`src/rtl/countgen_pkg.sv`:
```
// Mode encodings and the configuration record shared by the countgen pulse generators.
package countgen_pkg;

  typedef logic mode_t;

  localparam mode_t MODE_FREE    = 1'b0;
  localparam mode_t MODE_ONESHOT = 1'b1;

  localparam int CFG_WIDTH = 32;

  typedef logic [CFG_WIDTH-1:0] cfg_val_t;

  typedef struct packed {
    cfg_val_t period;
    cfg_val_t high;
    mode_t    mode;
  } cfg_t;

endpackage

```
`src/rtl/countgen_channel.sv`:
```
// One pulse channel: counter, active/shadow config, pending flag; outputs registered one edge after en/start.
// A write is only offered while no shadow set is pending, so pending acts as the channel's backpressure.
module countgen_channel
  import countgen_pkg::*;
#(
  parameter int WIDTH = 32
) (
  input  logic             clk,
  input  logic             rst,
  input  logic             i_en,
  input  logic             i_start,
  input  logic             i_wr,
  input  logic [WIDTH-1:0] i_period,
  input  logic [WIDTH-1:0] i_high,
  input  mode_t            i_mode,
  output logic             o_pend,
  output logic             o_out,
  output logic             o_wrap,
  output logic             o_busy
);

  typedef struct packed {
    logic [WIDTH-1:0] period;
    logic [WIDTH-1:0] high;
    mode_t            mode;
  } ch_cfg_t;

  ch_cfg_t          r_act;
  ch_cfg_t          r_shd;
  logic             r_pend;
  logic             r_run;
  logic             r_en_d;
  logic [WIDTH-1:0] r_cnt;
  logic             r_out;
  logic             r_wrap;

  ch_cfg_t          w_act_nxt;
  logic [WIDTH-1:0] w_cnt_nxt;
  logic             w_run_nxt;
  logic             w_rise;
  logic             w_wrap;
  logic             w_apply;

  assign w_rise    = i_en && !r_en_d;
  assign w_wrap    = r_run && (r_cnt == r_act.period - WIDTH'(1));
  assign w_apply   = r_pend && (w_wrap || i_start || w_rise || !r_run || !i_en);
  assign w_act_nxt = w_apply ? r_shd : r_act;

  // Restart uses the freshly applied set; a one-shot ends on the mode of the period that just finished.
  always_comb begin
    w_run_nxt = r_run;
    w_cnt_nxt = r_cnt;
    if (!i_en) begin
      w_run_nxt = 1'b0;
      w_cnt_nxt = '0;
    end else if (w_rise || i_start) begin
      w_run_nxt = (w_act_nxt.period != '0);
      w_cnt_nxt = '0;
    end else if (w_wrap) begin
      w_run_nxt = (r_act.mode == MODE_FREE) && (w_act_nxt.period != '0);
      w_cnt_nxt = '0;
    end else if (r_run) begin
      w_cnt_nxt = r_cnt + WIDTH'(1);
    end
  end

  always_ff @(posedge clk) begin
    if (rst) begin
      r_act  <= '0;
      r_shd  <= '0;
      r_pend <= 1'b0;
      r_run  <= 1'b0;
      r_en_d <= 1'b0;
      r_cnt  <= '0;
      r_out  <= 1'b0;
      r_wrap <= 1'b0;
    end else begin
      r_en_d <= i_en;
      r_act  <= w_act_nxt;
      if (i_wr) begin
        r_shd  <= '{period: i_period, high: i_high, mode: i_mode};
        r_pend <= 1'b1;
      end else if (w_apply) begin
        r_pend <= 1'b0;
      end
      r_run  <= w_run_nxt;
      r_cnt  <= w_cnt_nxt;
      r_out  <= w_run_nxt && (w_cnt_nxt < w_act_nxt.high);
      r_wrap <= w_run_nxt && (w_cnt_nxt == w_act_nxt.period - WIDTH'(1));
    end
  end

  assign o_pend = r_pend;
  assign o_out  = r_out;
  assign o_wrap = r_wrap;
  assign o_busy = r_run;

endmodule

```
`src/rtl/countgen_multi.sv`:
```
// NCH independent programmable pulse channels behind one config port; outputs registered, one edge latency.
// cfg_ready drops while the addressed channel holds a pending set; writes to absent channels are dropped.
module countgen_multi
  import countgen_pkg::*;
#(
  parameter int NCH   = 4,
  parameter int WIDTH = 32,
  parameter int CH_W  = (NCH > 1) ? $clog2(NCH) : 1
) (
  input  logic             clk,
  input  logic             rst,
  input  logic [NCH-1:0]   en,
  input  logic [NCH-1:0]   start,
  input  logic             cfg_valid,
  output logic             cfg_ready,
  input  logic [CH_W-1:0]  cfg_ch,
  input  logic [WIDTH-1:0] cfg_period,
  input  logic [WIDTH-1:0] cfg_high,
  input  logic             cfg_mode,
  output logic [NCH-1:0]   out,
  output logic [NCH-1:0]   wrap,
  output logic [NCH-1:0]   busy
);

  logic [NCH-1:0] w_pend;
  logic [NCH-1:0] w_wr;

  always_comb begin
    cfg_ready = 1'b1;
    w_wr      = '0;
    for (int c = 0; c < NCH; c++) begin
      if (cfg_ch == CH_W'(c)) begin
        cfg_ready = !w_pend[c];
        w_wr[c]   = cfg_valid && !w_pend[c];
      end
    end
  end

  for (genvar g = 0; g < NCH; g++) begin : g_ch
    countgen_channel #(
      .WIDTH (WIDTH)
    ) u_ch (
      .clk      (clk),
      .rst      (rst),
      .i_en     (en[g]),
      .i_start  (start[g]),
      .i_wr     (w_wr[g]),
      .i_period (cfg_period),
      .i_high   (cfg_high),
      .i_mode   (mode_t'(cfg_mode)),
      .o_pend   (w_pend[g]),
      .o_out    (out[g]),
      .o_wrap   (wrap[g]),
      .o_busy   (busy[g])
    );
  end

endmodule

```
`config.mk`:
```
export PLATFORM = sky130hd
export DESIGN_NAME = countgen_multi
export DESIGN_NICKNAME = d
export VERILOG_FILES = /design/src/rtl/countgen_pkg.sv /design/src/rtl/countgen_channel.sv /design/src/rtl/countgen_multi.sv
export SDC_FILE = /design/constraint.sdc
export NUM_CORES = 2
export LEC_CHECK = 0
export BUFFER_PORTS_ARGS = -buffer_cell sky130_fd_sc_hd__clkbuf_2
export CAP_MARGIN = 20
export CORE_MARGIN = 3
export CORE_UTILIZATION = 24
export DETAILED_ROUTE_END_ITERATION = 6
export GPL_TIMING_DRIVEN = 0
export PLACE_DENSITY_LB_ADDON = 0.08
export SLEW_MARGIN = 20
export SYNTH_ARGS = -nofsm -noshare
export SYNTH_HDL_FRONTEND = slang
export SYNTH_SLANG_ARGS = --single-unit
```
`constraint.sdc`:
```
create_clock -name clk -period 10 [get_ports clk]
set_input_delay 0 -clock clk [delete_from_list [all_inputs] [get_ports clk]]
set_output_delay 0 -clock clk [all_outputs]
set_load 0.005 [all_outputs]
```
==> impl_metrics.tcl <==
set metrics [dict create \
    antenna_found_initial 15 \
    numClockSinks 668 \
    highest_layer "met5" \
    grt_pass1_wl_mm 263 \
    placedCellCount 7136 \
    clockRootBuffer "clkbuf_16" \
    status "finished, final reports clean" \
    crit_type "reg2reg" \
    period_share_pct 94.4 \
    grt_pass1_vias 35448 \
    synth_ff_type "dfxtp_1" \
    dr_total_vias 36472 \
    synthCells 4896 \
    endpoint_kind "flip-flop" \
    drt_iter0_drc 2843 \
    rsz0062_at_grt "no" \
    dieWidth_um 408 \
    period_minus_slack_ps 9440 \
    antenna_left 0 \
    wl_per_cell_um 25.1 \
    die_h_um 408 \
    p_total_mw 6.79 \
    critPathMaxStageDelay_ps 560 \
    cts_tree "done" \
    met1_length_mm 88.9 \
    ios 91 \
    synth-async-reset-ratio_pct 0 \
    cts_buffer_depth 3 \
    slew_viol_final 0 \
    dpl.hpwl_mm 144 \
    crit_slowest_cell "or4_1" \
    holdCritPathClass "in2reg" \
    wl_met2_mm 82.1 \
    yosys_warnings 0 \
    place.gp.congestion 0.882 \
    setup_viol 0 \
    startpoint_type "flip-flop" \
    initial_core_util_pct 24.3 \
    dr.pass1.iters 5 \
    cp_data_required_time_ps 10650 \
    clkTransAtPathRegs_ps 60 \
    worst_pin_slew_ps 1140 \
    skew_ps 32.1 \
    cp.arrival_ps 10080 \
    vias_per_cell 4.94 \
    powerDensity_nw_per_um2 148 \
    grt_max_degree 20 \
    ys_types 85 \
    overflow 0 \
    route.met3.wl_mm 9.24 \
    synthesis.area_um2 38700 \
    critPathMostFrequentCell "buf_2" \
    drive_above_1_share_pct 6.86 \
    ctsHtreeMaxLevel 3 \
    routed_wl_mm 185 \
    fmax_mhz 106 \
    cts_buffers 88 \
    nNetsFinal 5375 \
    maxCapViolations 0 \
    hold_viol 0 \
    peakVddDrop_uv 111 \
    port_buffers 89 \
    num_rows 146 \
    fin_cells 7380 \
    drcViolationCount 0 \
    synth_nets 5113 \
    grt_usage_pct 21.6 \
    insertion_delay_ps 710 \
    synth_edf_count 0 \
    core_area_um2 159000 \
    leakagePower_nw 18.0 \
    max_slew_margin_pct 23.4 \
    layout-area-overhead-vs-synth_pct 18.4 \
    seq_area_frac_synth_pct 34.6 \
    die_area_um2 166000 \
    syn_avg_cell_area_um2 7.91 \
    crit_fanout 19 \
    ys_ff_latch 668 \
]
worst paths after layout:
path	startpoint	endpoint	slack, ps	cells after the start
worst min-delay path	cfg_valid	g_ch[2].u_ch.r_shd[41]	40	5
worst max register to register	g_ch[2].u_ch.r_act[33]	g_ch[2].u_ch.o_wrap	560	29
worst min register to register	g_ch[3].u_ch.r_shd[0]	g_ch[3].u_ch.r_act[0]	440	2
worst max-delay path	g_ch[2].u_ch.r_act[33]	g_ch[2].u_ch.o_wrap	560	29
repair_timing:
item	4_1_cts	5_1_grt
setup buffers	0	3
resized for setup	6	4
endpoints found under the setup margin	1	2
endpoints found under the hold margin	269	0
hold buffers	77	0
pin swaps	0	1
worst max-delay path, delay by kind of cell (launching register included):
kind,cells,cell delay [ps]
and+or+nand+nor,12,4310
xor gates and xnor gates,2,530
adders and majority gates,2,450
AOI/OAI and AO/OA,4,840
DFF,1,290
buffers and inverters,9,2920
cells by family after synthesis:
| group | Yosys count | synth area share [%] |
|---|---|---|
| adder cells (fa/ha/maj) | 139 | 4.49 |
| buffers and inverters | 378 | 3.91 |
| AND/OR/NAND/NOR | 2194 | 26.7 |
| XOR/XNOR | 487 | 11.3 |
| AO/OA/AOI/OAI | 738 | 11.4 |
| multiplexers | 292 | 7.60 |
| flip-flops | 668 | 34.6 |
power by group:
group | total [mW] | internal, mW | switching [mW]
combinational | 0.658 | 0.206 | 0.452
clock | 3.38 | 2.00 | 1.39
sequential | 2.75 | 2.70 | 0.0483
placed cells by master, fill, tap and decap left out, types with 34 or more instances in the layout:
cell / Yosys / final
a21o_1: 34 / 34
a21oi_1: 380 / 380
buf_1: 44 / 42
clkbuf_1: 227 / 234
clkbuf_16: 0 / 89
clkbuf_2: 0 / 97
dfxtp_1: 668 / 668
dlygate4sd3_1: 0 / 77
ha_1: 139 / 139
inv_1: 68 / 68
mux2i_1: 278 / 278
nand2_1: 740 / 740
nand2b_1: 47 / 47
nand3_1: 100 / 100
nand4_1: 88 / 88
nor2_1: 568 / 568
nor2b_1: 46 / 46
nor3_1: 243 / 242
nor4_1: 86 / 80
o21ai_0: 111 / 111
or3_1: 58 / 58
or4_1: 54 / 54
xnor2_1: 292 / 292
xor2_1: 186 / 186
layout make-up:
| class | count | area (µm²) |
|---|---|---|
| antenna | 3 | 7.51 |
| buffer | 308 | 1270 |
| clock buffer | 125 | 2560 |
| clock inverter | 38 | 463 |
| fill | 17651 | 113000 |
| inverter | 68 | 255 |
| multi-input combinational | 3850 | 23900 |
| sequential | 668 | 13400 |
| tap | 2146 | 2690 |
| timing repair buffer | 174 | 1330 |
through the flow:
step	hold slack (ps)	cell area [µm²]	setup slack (ps)	utilization [%]	TNS, ps
after detailed placement	302	42000	-1230	26.3	-1230
after global placement	306	41800	-1290	26.3	-1290
final	43.4	45800	565	28.8	0
after global routing	106	45800	156	28.8	0
after CTS	14.9	45800	289	28.7	0
after floorplan	83.3	38700	2850	-	0
per-layer routing:
layer / vias to the layer above / track usage (%)
li1: 17590 / -
met2: 949 / 34.2
met4: 4 / 5.34
met3: 204 / 2.76
met5: - / 0
met1: 17725 / 30.8
sequential cells by signal, summed over array words and instances, names as in the netlist:
name / count
g_ch.u_ch.o_busy: 4
g_ch.u_ch.o_wrap: 4
g_ch.u_ch.o_out: 4
g_ch.u_ch.r_cnt: 128
g_ch.u_ch.r_en_d: 4
g_ch.u_ch.r_act: 260
g_ch.u_ch.r_shd: 260
g_ch.u_ch.o_pend: 4
Yosys cell counts (8+ instances only):
master | count | area [µm²]
and3_1 | 32 | 200
o21ai_0 | 111 | 556
o2111ai_1 | 10 | 87.6
nand3b_1 | 16 | 120
xnor2_1 | 292 | 2560
o31ai_1 | 16 | 120
or4_1 | 54 | 405
nor4_1 | 86 | 538
and4_1 | 19 | 166
nand2_1 | 740 | 2780
o21a_1 | 14 | 105
a21boi_0 | 9 | 67.6
dfxtp_1 | 668 | 13400
buf_1 | 44 | 165
a211oi_1 | 14 | 105
and2_1 | 16 | 100
a31oi_1 | 28 | 175
a21oi_1 | 380 | 1900
o31a_1 | 8 | 70.1
nor2b_1 | 46 | 288
nand3_1 | 100 | 500
nor4b_1 | 11 | 96.3
mux2_2 | 14 | 158
inv_1 | 68 | 255
ha_1 | 139 | 1740
a21o_1 | 34 | 255
o211ai_1 | 19 | 143
mux2i_1 | 278 | 2780
clkbuf_1 | 227 | 852
nand2b_1 | 47 | 294
buf_2 | 23 | 115
nand4b_1 | 10 | 87.6
nand4_1 | 88 | 551
o22ai_1 | 14 | 87.6
xnor3_1 | 9 | 203
or3_1 | 58 | 363
nor3_1 | 243 | 1220
buf_4 | 14 | 105
nor2_1 | 568 | 2130
xor2_1 | 186 | 1630
or2_2 | 17 | 106
nor3b_1 | 12 | 90.1
No activity file was read; power rests on OpenSTA's default activity.
